### config.mk
export PLATFORM = sky130hd
export DESIGN_NAME = gb_int_ctrl
export DESIGN_NICKNAME = d
export VERILOG_FILES = /design/src/rtl/gb_pkg.sv /design/src/rtl/gb_irq_edge_det.sv /design/src/rtl/gb_int_ctrl.sv
export SDC_FILE = /design/constraint.sdc
export NUM_CORES = 1
export LEC_CHECK = 0
export BUFFER_PORTS_ARGS = -buffer_cell sky130_fd_sc_hd__buf_2
export CORE_AREA = 8 8 73 59
export DETAILED_ROUTE_END_ITERATION = 10
export DIE_AREA = 0 0 81 67
export HOLD_SLACK_MARGIN = 0.15
export PLACE_DENSITY = 0.86
export SYNTH_ARGS = -nofsm -noshare
export SYNTH_HDL_FRONTEND = slang
export SYNTH_SLANG_ARGS = --single-unit
export TNS_END_PERCENT = 10
### constraint.sdc
create_clock -name clk -period 2.73 [get_ports clk]
set_input_delay 0.546 -clock clk [delete_from_list [all_inputs] [get_ports clk]]
set_output_delay 0.546 -clock clk [all_outputs]
set_load 0.005 [all_outputs]
### src/rtl/gb_pkg.sv
// Shared Game Boy constants: register addresses, IRQ bit indices,
// dispatch vector layout and the interrupt controller state encoding.
package gb_pkg;

  localparam logic [15:0] IF_ADDR = 16'hFF0F;
  localparam logic [15:0] IE_ADDR = 16'hFFFF;

  // Interrupt source bit positions; a lower index wins arbitration.
  localparam int IRQ_VBLANK = 0;
  localparam int IRQ_STAT   = 1;
  localparam int IRQ_TIMER  = 2;
  localparam int IRQ_SERIAL = 3;
  localparam int IRQ_JOYPAD = 4;

  localparam logic [15:0] VEC_BASE   = 16'h0040;
  localparam int          VEC_STRIDE = 8;

  typedef enum logic [1:0] {
    ST_IDLE = 2'd0,
    ST_REQ  = 2'd1,
    ST_VEC  = 2'd2
  } int_state_e;

  // Dispatch address for a given source index.
  function automatic logic [15:0] vec_addr(input logic [2:0] idx);
    return VEC_BASE + 16'(idx) * 16'(VEC_STRIDE);
  endfunction

endpackage

### src/rtl/gb_irq_edge_det.sv
// Parameterised rising-edge detector. The history register keeps loading
// the input during reset, so a line held high across reset is not seen
// as a fresh edge once reset is released.
module gb_irq_edge_det #(
  parameter int WIDTH = 1
) (
  input  logic             clk,
  input  logic             rst,
  input  logic [WIDTH-1:0] din,
  output logic [WIDTH-1:0] rise
);

  logic [WIDTH-1:0] hist_q;
  logic [WIDTH-1:0] hist_d;

  // History simply follows the input every cycle.
  always_comb begin
    hist_d = din;
  end

  // History register; reset loads the live input rather than zero.
  always_ff @(posedge clk) begin
    if (rst) hist_q <= din;
    else     hist_q <= hist_d;
  end

  assign rise = din & ~hist_q;

endmodule

### src/rtl/gb_int_ctrl.sv
// Game Boy interrupt controller: IF/IE registers on the CPU bus, edge
// detection of peripheral requests, int_n generation and vector dispatch.
module gb_int_ctrl #(
  parameter int          NUM_IRQ = 5,
  parameter logic [15:0] IF_ADDR = 16'hFF0F,
  parameter logic [15:0] IE_ADDR = 16'hFFFF
) (
  input  logic               clk,
  input  logic               rst,
  input  logic [15:0]        addr,
  input  logic [7:0]         data_in,
  input  logic               rd_n,
  input  logic               wr_n,
  output logic [7:0]         data_out,
  output logic               data_oe,
  input  logic [NUM_IRQ-1:0] irq_src,
  output logic               int_n,
  input  logic               int_ack,
  output logic [15:0]        vector,
  output logic               vector_valid,
  output logic               wake
);

  import gb_pkg::*;

  int_state_e         state_q, state_d;
  logic [NUM_IRQ-1:0] if_q, if_d;
  logic [7:0]         ie_q, ie_d;
  logic               wr_prev_q, wr_prev_d;
  logic [15:0]        vector_q, vector_d;

  logic               wr_fire, if_wr, ie_wr;
  logic [NUM_IRQ-1:0] edge_set, if_after_wr, pend, pend_ack, ack_clear;
  logic [2:0]         winner;
  logic               dispatch;

  gb_irq_edge_det #(.WIDTH(NUM_IRQ)) u_edge (
    .clk  (clk),
    .rst  (rst),
    .din  (irq_src),
    .rise (edge_set)
  );

  // A write takes effect only on the first edge of a low wr_n strobe.
  assign wr_fire     = !wr_n && wr_prev_q;
  assign if_wr       = wr_fire && (addr == IF_ADDR);
  assign ie_wr       = wr_fire && (addr == IE_ADDR);
  assign wr_prev_d   = wr_n;
  assign if_after_wr = if_wr ? data_in[NUM_IRQ-1:0] : if_q;
  assign ie_d        = ie_wr ? data_in : ie_q;

  // pend drives the request line; pend_ack decides the dispatch and sees a
  // CPU write landing on the acknowledge edge, so that write can cancel it.
  assign pend     = if_q & ie_q[NUM_IRQ-1:0];
  assign pend_ack = if_after_wr & ie_d[NUM_IRQ-1:0];
  assign wake     = |pend;

  // Priority encoder: lowest set index of pend_ack wins.
  always_comb begin
    winner = 3'd0;
    for (int i = NUM_IRQ - 1; i >= 0; i--) begin
      if (pend_ack[i]) winner = 3'(i);
    end
  end

  // FSM next state and outputs.
  always_comb begin
    state_d      = state_q;
    vector_d     = vector_q;
    dispatch     = 1'b0;
    int_n        = 1'b1;
    vector_valid = 1'b0;
    case (state_q)
      ST_IDLE: begin
        if (|pend) state_d = ST_REQ;
      end
      ST_REQ: begin
        int_n = 1'b0;
        if (int_ack) begin
          state_d  = ST_VEC;
          dispatch = |pend_ack;
          vector_d = (|pend_ack) ? vec_addr(winner) : 16'h0000;
        end else if (!(|pend)) begin
          state_d = ST_IDLE;
        end
      end
      ST_VEC: begin
        vector_valid = 1'b1;
        state_d      = ST_IDLE;
      end
      default: state_d = ST_IDLE;
    endcase
  end

  // One-hot clear of the dispatched source.
  generate
    for (genvar gi = 0; gi < NUM_IRQ; gi++) begin : g_clr
      assign ack_clear[gi] = dispatch && (winner == 3'(gi));
    end
  endgenerate

  // A new edge beats both the CPU write and the acknowledge clear.
  assign if_d = (if_after_wr & ~ack_clear) | edge_set;

  // Register bank.
  always_ff @(posedge clk) begin
    if (rst) begin
      state_q   <= ST_IDLE;
      if_q      <= '0;
      ie_q      <= 8'h00;
      wr_prev_q <= 1'b1;
      vector_q  <= 16'h0000;
    end else begin
      state_q   <= state_d;
      if_q      <= if_d;
      ie_q      <= ie_d;
      wr_prev_q <= wr_prev_d;
      vector_q  <= vector_d;
    end
  end

  assign vector  = vector_q;
  assign data_oe = !rd_n && ((addr == IF_ADDR) || (addr == IE_ADDR));

  // Combinational read mux; unused IF bits read as 1.
  always_comb begin
    data_out = 8'hFF;
    if (data_oe) begin
      if (addr == IF_ADDR) data_out = {{(8 - NUM_IRQ){1'b1}}, if_q};
      else                 data_out = ie_q;
    end
  end

endmodule

Yosys cells after proc, flatten, opt, wreduce, memory -nomap -nowiden
Index checks and enable logic that the tools add are counted.

Add/subtract/negate cells: 1. Equality and inequality tests: 10. Mux-type cells: 18. Bitwise gates (word level): 7. Reduce and logical (&&, ||, !) cells: 18.

Operators with widths (number): $eq 16x16->1 const B (2); $mux 8 (3); $and 5x5->5 (4); $mux 3 (5); $mux 5 (2); $not 5->5 (2); $reduce_or 5->1 (2); $logic_and 1x1->1 (9); $add 7x6->8 const A (1); $eq 3x2->1 const B (2); $mux 2 (3); $or 5x5->5 (1); $mux 1 (4); $pmux 2 s2 (1); $reduce_and 2->1 (2); $eq 3x1->1 const B (1); $eq 3x3->1 const B (1); $logic_not 3->1 (1); $ne 3x3->1 const B (1); $eq 2x1->1 const B (1); $eq 2x2->1 const B (1); $logic_not 1->1 (2); $logic_not 2->1 (1); $ne 2x2->1 const B (1); $logic_or 1x1->1 (1).

Flip-flop bits (word level): 37. Input bits: 34. Word-level logic and storage cells: 61.

Logic depth before layout (Yosys ltp)
Gate-level depths: netlist of the first run.

Depth in word-level cells: 15. Gate-level depth with buffers: 7. Gate-level depth less buffers: 6.

Modules after synthesis
A second synthesis of the first run with hierarchy kept.

Cells, all modules: 166. Area total of the unflattened synthesis: 1442.6 um^2.

Modules (own cells, without submodules): gb_int_ctrl (times used 1, cells an instance 156, area an instance 1273.7 um^2); gb_irq_edge_det (times used 1, cells an instance 10, area an instance 168.9 um^2).

Least setup slack after synthesis of the first run
No wires, ideal clock.

Kind: in2out. From: input addr[5]. To: output data_out[2]. Arrival: 1.890 ns. Path slack: 0.294 ns. Stages on the path: 5. Path buffers: 0. Cells stage by stage: or4_4 nand2_2 nand3_1 nor3_1 o211ai_1.

Cells in the longest elaborated chain, start to end: 4. Elaborated cells on any way between the ends: 6.

RTL lines: start: declaration (line gb_int_ctrl.sv:10) `input logic [15:0] addr,`; $eq 16x16->1 (line gb_int_ctrl.sv:123) `assign data_oe = !rd_n && ((addr == IF_ADDR) || (addr == IE_ADDR));`; $logic_or 1x1->1 * (line gb_int_ctrl.sv:123); $logic_and 1x1->1 * (line gb_int_ctrl.sv:123); named net data_oe (line gb_int_ctrl.sv:15) `output logic data_oe,`; $mux 8 * (line gb_int_ctrl.sv:128) `if (data_oe) begin`; end: declaration (line gb_int_ctrl.sv:14) `output logic [7:0] data_out,`.

The timed path passes the listed nets; every way through them passes the cells marked *.

Worst setup path in the final report of the first run
From: input addr[5]. To: output data_out[6].

Cells in the longest elaborated chain, start to end: 4. Elaborated cells on any way between the ends: 6.

RTL lines (line): $eq 16x16->1 (on tied branches) (gb_int_ctrl.sv:123, gb_int_ctrl.sv:129); $logic_or 1x1->1 (gb_int_ctrl.sv:123); $logic_and 1x1->1 (gb_int_ctrl.sv:123); $mux 8 * (gb_int_ctrl.sv:128).

Mark *: on every way between the ends. The rest lies on a longest branch, timed or not.

==> results of run 1 <==
## stage by stage
step	util [%]	area, sq um	std cells	power (mW)	hold WS [ns]
after floorplan	-	1473	186	0.4305	0.4312
after global placement	53.85	1698	263	0.4546	0.4411
after detailed placement	53.85	1698	263	0.4558	0.4434
after CTS	55.40	1747	267	0.6781	0.3791
after global routing	55.40	1747	267	0.7005	0.3733
final	55.40	1747	267	0.6693	0.3859
## cell families (layout without fill, tap and decap cells)
family                 count (synthesis)  count (layout)  share of synthesized area [%]
and+or+nand+nor                       76              76                          29.81
AOI/OAI and AO/OA                     47              47                          23.52
DFF                                   25              25                          34.97
buffers and inverters                 23              64                          9.353
muxes                                  3               3                          2.098
other                                  1              12                         0.2620
## power groups by stage
stage	Sequential, mW	Clock (mW)	Combinational [mW]
after floorplan	0.386	0	0.0444
after global placement	0.388	0	0.0671
after global routing	0.380	0.243	0.0775
final	0.379	0.221	0.0691
after detailed placement	0.388	0	0.0681
after CTS	0.379	0.231	0.0682
## flip-flops by register name, indices dropped and copies added (netlist names)
| signal | flops |
|---|---|
| wr_prev_q | 1 |
| state_q | 2 |
| ie_q | 8 |
| vector | 4 |
| if_q | 5 |
| u_edge.hist_q | 5 |
## how the worst max path moves through the flow
stage | from | slack (ns) | end | depth (start not counted)
2_1_floorplan | addr[5] | 0.29 | data_out[2] | 5
3_3_place_gp | addr[5] | 0.16 | data_out[6] | 8
3_5_place_dp | addr[5] | 0.10 | data_out[6] | 8
4_1_cts | addr[5] | 0.09 | data_out[6] | 8
5_1_grt | addr[5] | -0.01 | data_out[6] | 8
6_report | addr[5] | 0.1 | data_out[6] | 8
## placed cells by master, fill, tap and decap left out, types with 5 or more instances in the layout
cell type  netlist  routed
dfxtp_1         25      25
nand2b_1         7       7
inv_1            5       5
conb_1           1      12
nor2_1          12      12
a21oi_1         13      13
o21ai_0          8       8
nand2_1         27      27
buf_2            2      49
buf_4           12       6
## metal layers
layer	GRT usage (%)	up-vias
li1	-	724
met1	17.98	672
met2	24.58	49
met3	4.301	4
met4	2.667	0
met5	0	-
## what timing repair did
item	in CTS	in global routing
hold buffers	0	0
setup endpoints to repair	0	4
hold endpoints to repair	0	0
## final cells by class
class,instances,share of cell area [%]
inverters,5,1.074
flip-flops and latches,25,28.65
multi-input cells,138,47.99
well taps,40,2.865
repair buffers,55,16.62
clock buffers,3,2.364
clock inverters,1,0.4298
==> metrics.txt, run 1 <==
Int Pwr between 500 and 600 uW; CP Capture Type output port; row count 18; type of the worst setup path input port to output port; Yosys top cell area share 34.97%; status finished clean; Max Freq ~0.38 GHz; synth top area cells dfxtp_1 35%, nand2_1 7.1%, buf_4 6.3%, a21oi_1 4.5%, nor2_1 3.1%; flop2flop setup slack 0.77 ns; FF/Latch Area 500.5 sq um; Syn. warnings 0; Critical Path RT between 2 and 2.5 ns; Seq pwr share about 57%; slowest CP cell or4_4; dominant synthesized flop cell dfxtp_1; CTS H-tree lvls 1; routability cong. roughly 0.89; # fillers about 330; DRT antenna net count 0; global route overflow 0; Worst path max stage delay around 0.56 ns; cell type contributing the most total cell area after synthesis dfxtp_1; die height roughly 67 microns; Fin. Hold Viols 0; synth cell count leaders 27 x nand2_1, 25 x dfxtp_1, 13 x a21oi_1, 12 x buf_4, 12 x nor2_1; via count approximately 1.4k; final setup vio count 0; number of max-cap violations 0; switching power around 160 uW; hold path endpoint u_edge.hist_q[3]; Clock Pin Slew Worst Setup and Hold Paths around 0.080 ns; met2 wire length 1883 microns; Starting Density between 40% and 50%; top-count cell post-synth nand2_1; Bufs on Longest Clock Path 2; async set-reset flop share out of synthesis 0%; Setup crit start kind input port; first-pass GRT wire length 6354 microns; Detail Placement HPWL ~3200 microns; Synth cell types 45; post-route minimum period 2.632 ns; CP Buf/Inv Count 3; highest routed metal layer met4; Final TNS setup 0 ns; cell mode on critical path buf_2; Post-CTS Setup Bufs 0; multi-input combinational cell area 838.3 sq um; final net count about 260; RSZ-0062 raised after global routing true; CP Data Arrival Time roughly 2.1 ns; crit path max fanout 4; cells after synthesis between 150 and 200; Setup Skew around 0.0030 ns; Die Area 0.005427 sq mm; vias in the first global route 1,377; post-route worst setup slack around 0.098 ns; peak supply drop a little over 400 uV; Seq/Total Area, Yosys 34.97%; PortBufs slightly below 50; largest net degree at the start of global routing 22; Residual DRC 0; clk_lat worst skew 0.27 ns; combinational power share between 10% and 20%; Core Footprint 0.003153 sq mm; Area Overhead vs Synth 22.03%; gr usage total roughly 15%; CTS tree done; TritonCTS Sinks 25; Place WS around 0.10 ns; kind of cell adding the most delay to the critical path simple AND/OR/NAND/NOR gates; Worst Reg-to-Reg Cells 6; reg-to-reg endpoint vector[6]; DRT iter0 DRCs ~120; share of layout cells above drive strength 1 between 30% and 40%; Routed WL 3870 microns; P_leak 0.7181 nW; Hold Crit Start irq_src[3]; Routed met1 length approximately 1600 microns; die width 81 microns; drt first pass iters 4; CTS buffer count 3; EDFF count, synth 0; initial antenna violation count 0; worst min path class input port to register; mean post-synth cell area between 8 and 9 sq um; antenna cells 0; sw frac between 20% and 30%; IO Pins between 60 and 70; metal3 WL 335 microns; clk root buf clkbuf_8; CTS resizes 0; Final period util between 90% and 100%; clock network power share between 30% and 40%; Slew Viols, Final 0; hold path depth 1; FF+latch count, synth 25; DR vias/cell 5.427; PD cells between 300 and 400 mW/mm^2; post-synthesis cell area roughly 0.0014 sq mm; crit path cell chain buf_2 -> or4_4 -> nand2_2 -> nand3_1 -> nor4_1 -> buf_4 -> nand2b_1 -> buf_2; WL per Instance approximately 14 microns; Reg2Reg Launch Point wr_prev_q
Note: power is estimated with default switching activity, not from simulation.
==> run 2: changes to the inputs <==
ABC_AREA = 1   (was default)
CORE_AREA = 8 8 76 62   (was 8 8 73 59)
DIE_AREA = 0 0 84 70   (was 0 0 81 67)
PLACE_DENSITY = 0.81   (was 0.86)
clock period = 2.3 ns   (was 2.73 ns; I/O delays follow)
==> run 2 against run 1 <==
Net effect: design area fell by 2.8%; global-route usage down 2.9 points; critical path depth grew 2; clock-buffer cell count stayed put; critical path type unchanged.
==> metrics.txt, run 2 <==
status finished clean; Area Overhead vs Synth 21.27%; gr usage total 11.66% (-2.9 points); Clock Pin Slew Worst Setup and Hold Paths 0.09 ns (about the same); crit path max fanout 7 (+3); die width 84 microns (+3.7%); Final period util around 90%; EDFF count, synth 0 (unchanged); Syn. warnings 0 (unchanged); post-synthesis cell area 0.001400 sq mm (-2.2%); final hold slack 0.3000 ns (-0.08597 ns); CTS resizes 0 (unchanged); drt first pass iters 4 (unchanged); row count 19 (+1); clk_lat worst skew 0.27 ns (about the same); mean post-synth cell area 6.731 sq um (-18%); async set-reset flop share out of synthesis 0% (unchanged); PD cells 465.6 mW/mm^2 (+22%); routability cong. 0.8737 (-2.3%); Routed WL 3319 microns (-14%); synth cell count leaders 58 x nand2_1, 25 x dfxtp_1, 23 x inv_1, 19 x nand3_1, 18 x nor2_1; flop2flop setup slack 0.65 ns (-0.12 ns); Power Total 790.6 uW (+18%); Detail Placement HPWL 2740 microns (-14%); worst min path class input port to register; Cells after DPL 297 (+13%); combinational power share 10.0% (-0.3 points); Starting Density 40.06% (-5.3 points); Synth cell types 23 (-49%); CTS tree done; max reg flops 8 (unchanged); switching power 190.1 uW (+18%); Post-CTS Setup Bufs 0 (unchanged); FF+latch count, synth 25 (unchanged); hold_buf cts 0 (unchanged); Critical Path RT 1.84 ns (-0.34 ns); Slew Viols, Final 0 (unchanged); final net count 294 (+12%); Finished Cell Area 0.001698 sq mm (-2.8%); number of max-cap violations 0 (unchanged); Core Footprint 0.003495 sq mm (+11%); vias in the first global route 1,333 (-3.2%); type of the worst setup path input port to output port; DRT antenna net count 0 (unchanged); post-route non-filler standard cell count 301 (+13%); CTS H-tree lvls 1 (unchanged); dominant synthesized flop cell dfxtp_1; hold path depth 1 (unchanged); Hold Crit Start irq_src[1]; clock network power share 33.0% (about the same); CP Data Arrival Time 1.63 ns (-0.46 ns); CTS buffer count 3 (unchanged); final setup vio count 0 (unchanged); global route overflow 0 (unchanged); Setup crit start kind input port; Placed Instance Area 0.001649 sq mm (-2.9%); Int Pwr 600.4 uW (+18%); Top Registers ie_q: 8 flops, if_q: 5 flops, u_edge.hist_q: 5 flops; Seq pwr share 57.0% (+0.4 points); WL per Instance 11.03 microns (-24%); Final TNS setup 0 ns (unchanged); Setup Skew 0.003787 ns (+0.0008334 ns); via count 1,345 (-7.2%); peak supply drop 307.1 uV (-25%); reg-to-reg endpoint if_q[2]; first-pass GRT wire length 5816 microns (-8.5%); hold path endpoint u_edge.hist_q[1]; Residual DRC 0 (unchanged); antenna cells 0 (unchanged); DR vias/cell 4.468 (-18%); P_leak 0.8690 nW (+21%); Max Freq approximately 0.48 GHz; die height 70 microns (+4.5%); Die Area 0.005880 sq mm (+8.3%); initial antenna violation count 0 (unchanged); Seq/Total Area, Yosys 35.75% (+0.78 points); sw frac 24.05% (+0.073 points); Worst Reg-to-Reg Cells 9 (+3); largest reg by FF count ie_q; cell type contributing the most total cell area after synthesis dfxtp_1; Yosys top cell area share 35.75% (+0.78 points); Fin. Hold Viols 0 (unchanged); cells after synthesis 208 (+19%); post-route minimum period about 2.1 ns; IO Pins 62 (unchanged); most frequent cells in the layout 58 x nand2_1, 49 x buf_2, 25 x dfxtp_1; largest net degree at the start of global routing 18 (-18%); Reg2Reg Launch Point wr_prev_q; CP Capture Type output port; top-count cell post-synth nand2_1; PortBufs 49 (unchanged); share of layout cells above drive strength 1 29.73% (-3.3 points); synth top area cells dfxtp_1 36%, nand2_1 16%, buf_4 7.5%, nand3_1 6.8%, inv_1 6.2%; DRT iter0 DRCs 67 (-43%); Bufs on Longest Clock Path 2 (unchanged); commonest non-fill, non-tap cell in the layout nand2_1; RSZ-0062 raised after global routing false; TritonCTS Sinks 25 (unchanged); clk root buf clkbuf_8
## run 2: cell types whose count changed after synthesis, moves of 4 or more
cell / previous run / this run
a21oi_1: 13 / 9
and4_1: 4 / 0
inv_1: 5 / 23
nand2_1: 27 / 58
nand2_2: 2 / 9
nand2b_1: 7 / 0
nand3_1: 1 / 19
nor2_1: 12 / 18
nor3_1: 4 / 0
o211ai_1: 4 / 0
## run 2: layer usage
metal	GRT usage [%]	wire [microns]	vias to the layer above
met2	19.42	1502	46
met4	2.294	28	0
met3	5.330	314	4
met5	0	0	-
li1	-	-	732
met1	13.39	1473	563
## run 2: worst max-delay path, stage by stage
cell,delay [ns]
buf_2,0.07
nand2_1,0.05
nor2_2,0.11
nand2_2,0.08
inv_1,0.15
nand2_2,0.13
a21oi_2,0.17
nand2_1,0.08
or2_1,0.20
buf_2,0.12
## run 2: area by class of cell
class                      count  area [sq um]
inverter                      23         86.33
tap                           42         52.55
fill                         355          1797
timing repair buffer          52         267.8
sequential                    25         500.5
clock inverter                 1         7.507
multi-input combinational    155         742.0
clock buffer                   3         41.29
## run 2: kinds of logic after synthesis
kind of cell           after synthesis  share of synthesized area (%)
AOI/OAI and AO/OA                   21                          8.579
buffers and inverters               39                          14.21
DFF                                 25                          35.75
other                                1                         0.2678
and+or+nand+nor                    122                          41.20
## run 2: per-stage QoR
| step | setup WS (ns) | util [%] |
|---|---|---|
| 3_5_place_dp | 0.1760 | 47.19 |
| 2_1_floorplan | 0.2440 | - |
| 4_1_cts | 0.1982 | 48.59 |
| 6_report | 0.2067 | 48.59 |
| 5_1_grt | 0.04795 | 48.59 |
| 3_3_place_gp | 0.1570 | 47.19 |
## run 2: how the worst max path moves through the flow
stage / from / endpoint / slack (ns) / depth (start not counted)
finish: addr[9] / data_out[7] / 0.21 / 10
global route: addr[12] / data_out[7] / 0.05 / 10
CTS: addr[9] / data_out[7] / 0.20 / 10
detailed placement: addr[7] / if_q[4] / 0.18 / 14
global placement: addr[7] / if_q[2] / 0.16 / 12
floorplan: addr[7] / data_out[5] / 0.24 / 8
## run 2: power groups by stage
stage	clock network [mW]	logic, mW	registers, mW
after floorplan	0	0.0560	0.459
after global placement	0	0.0759	0.461
after detailed placement	0	0.0781	0.460
after CTS	0.269	0.0788	0.450
after global routing	0.292	0.0900	0.452
final	0.261	0.0790	0.450
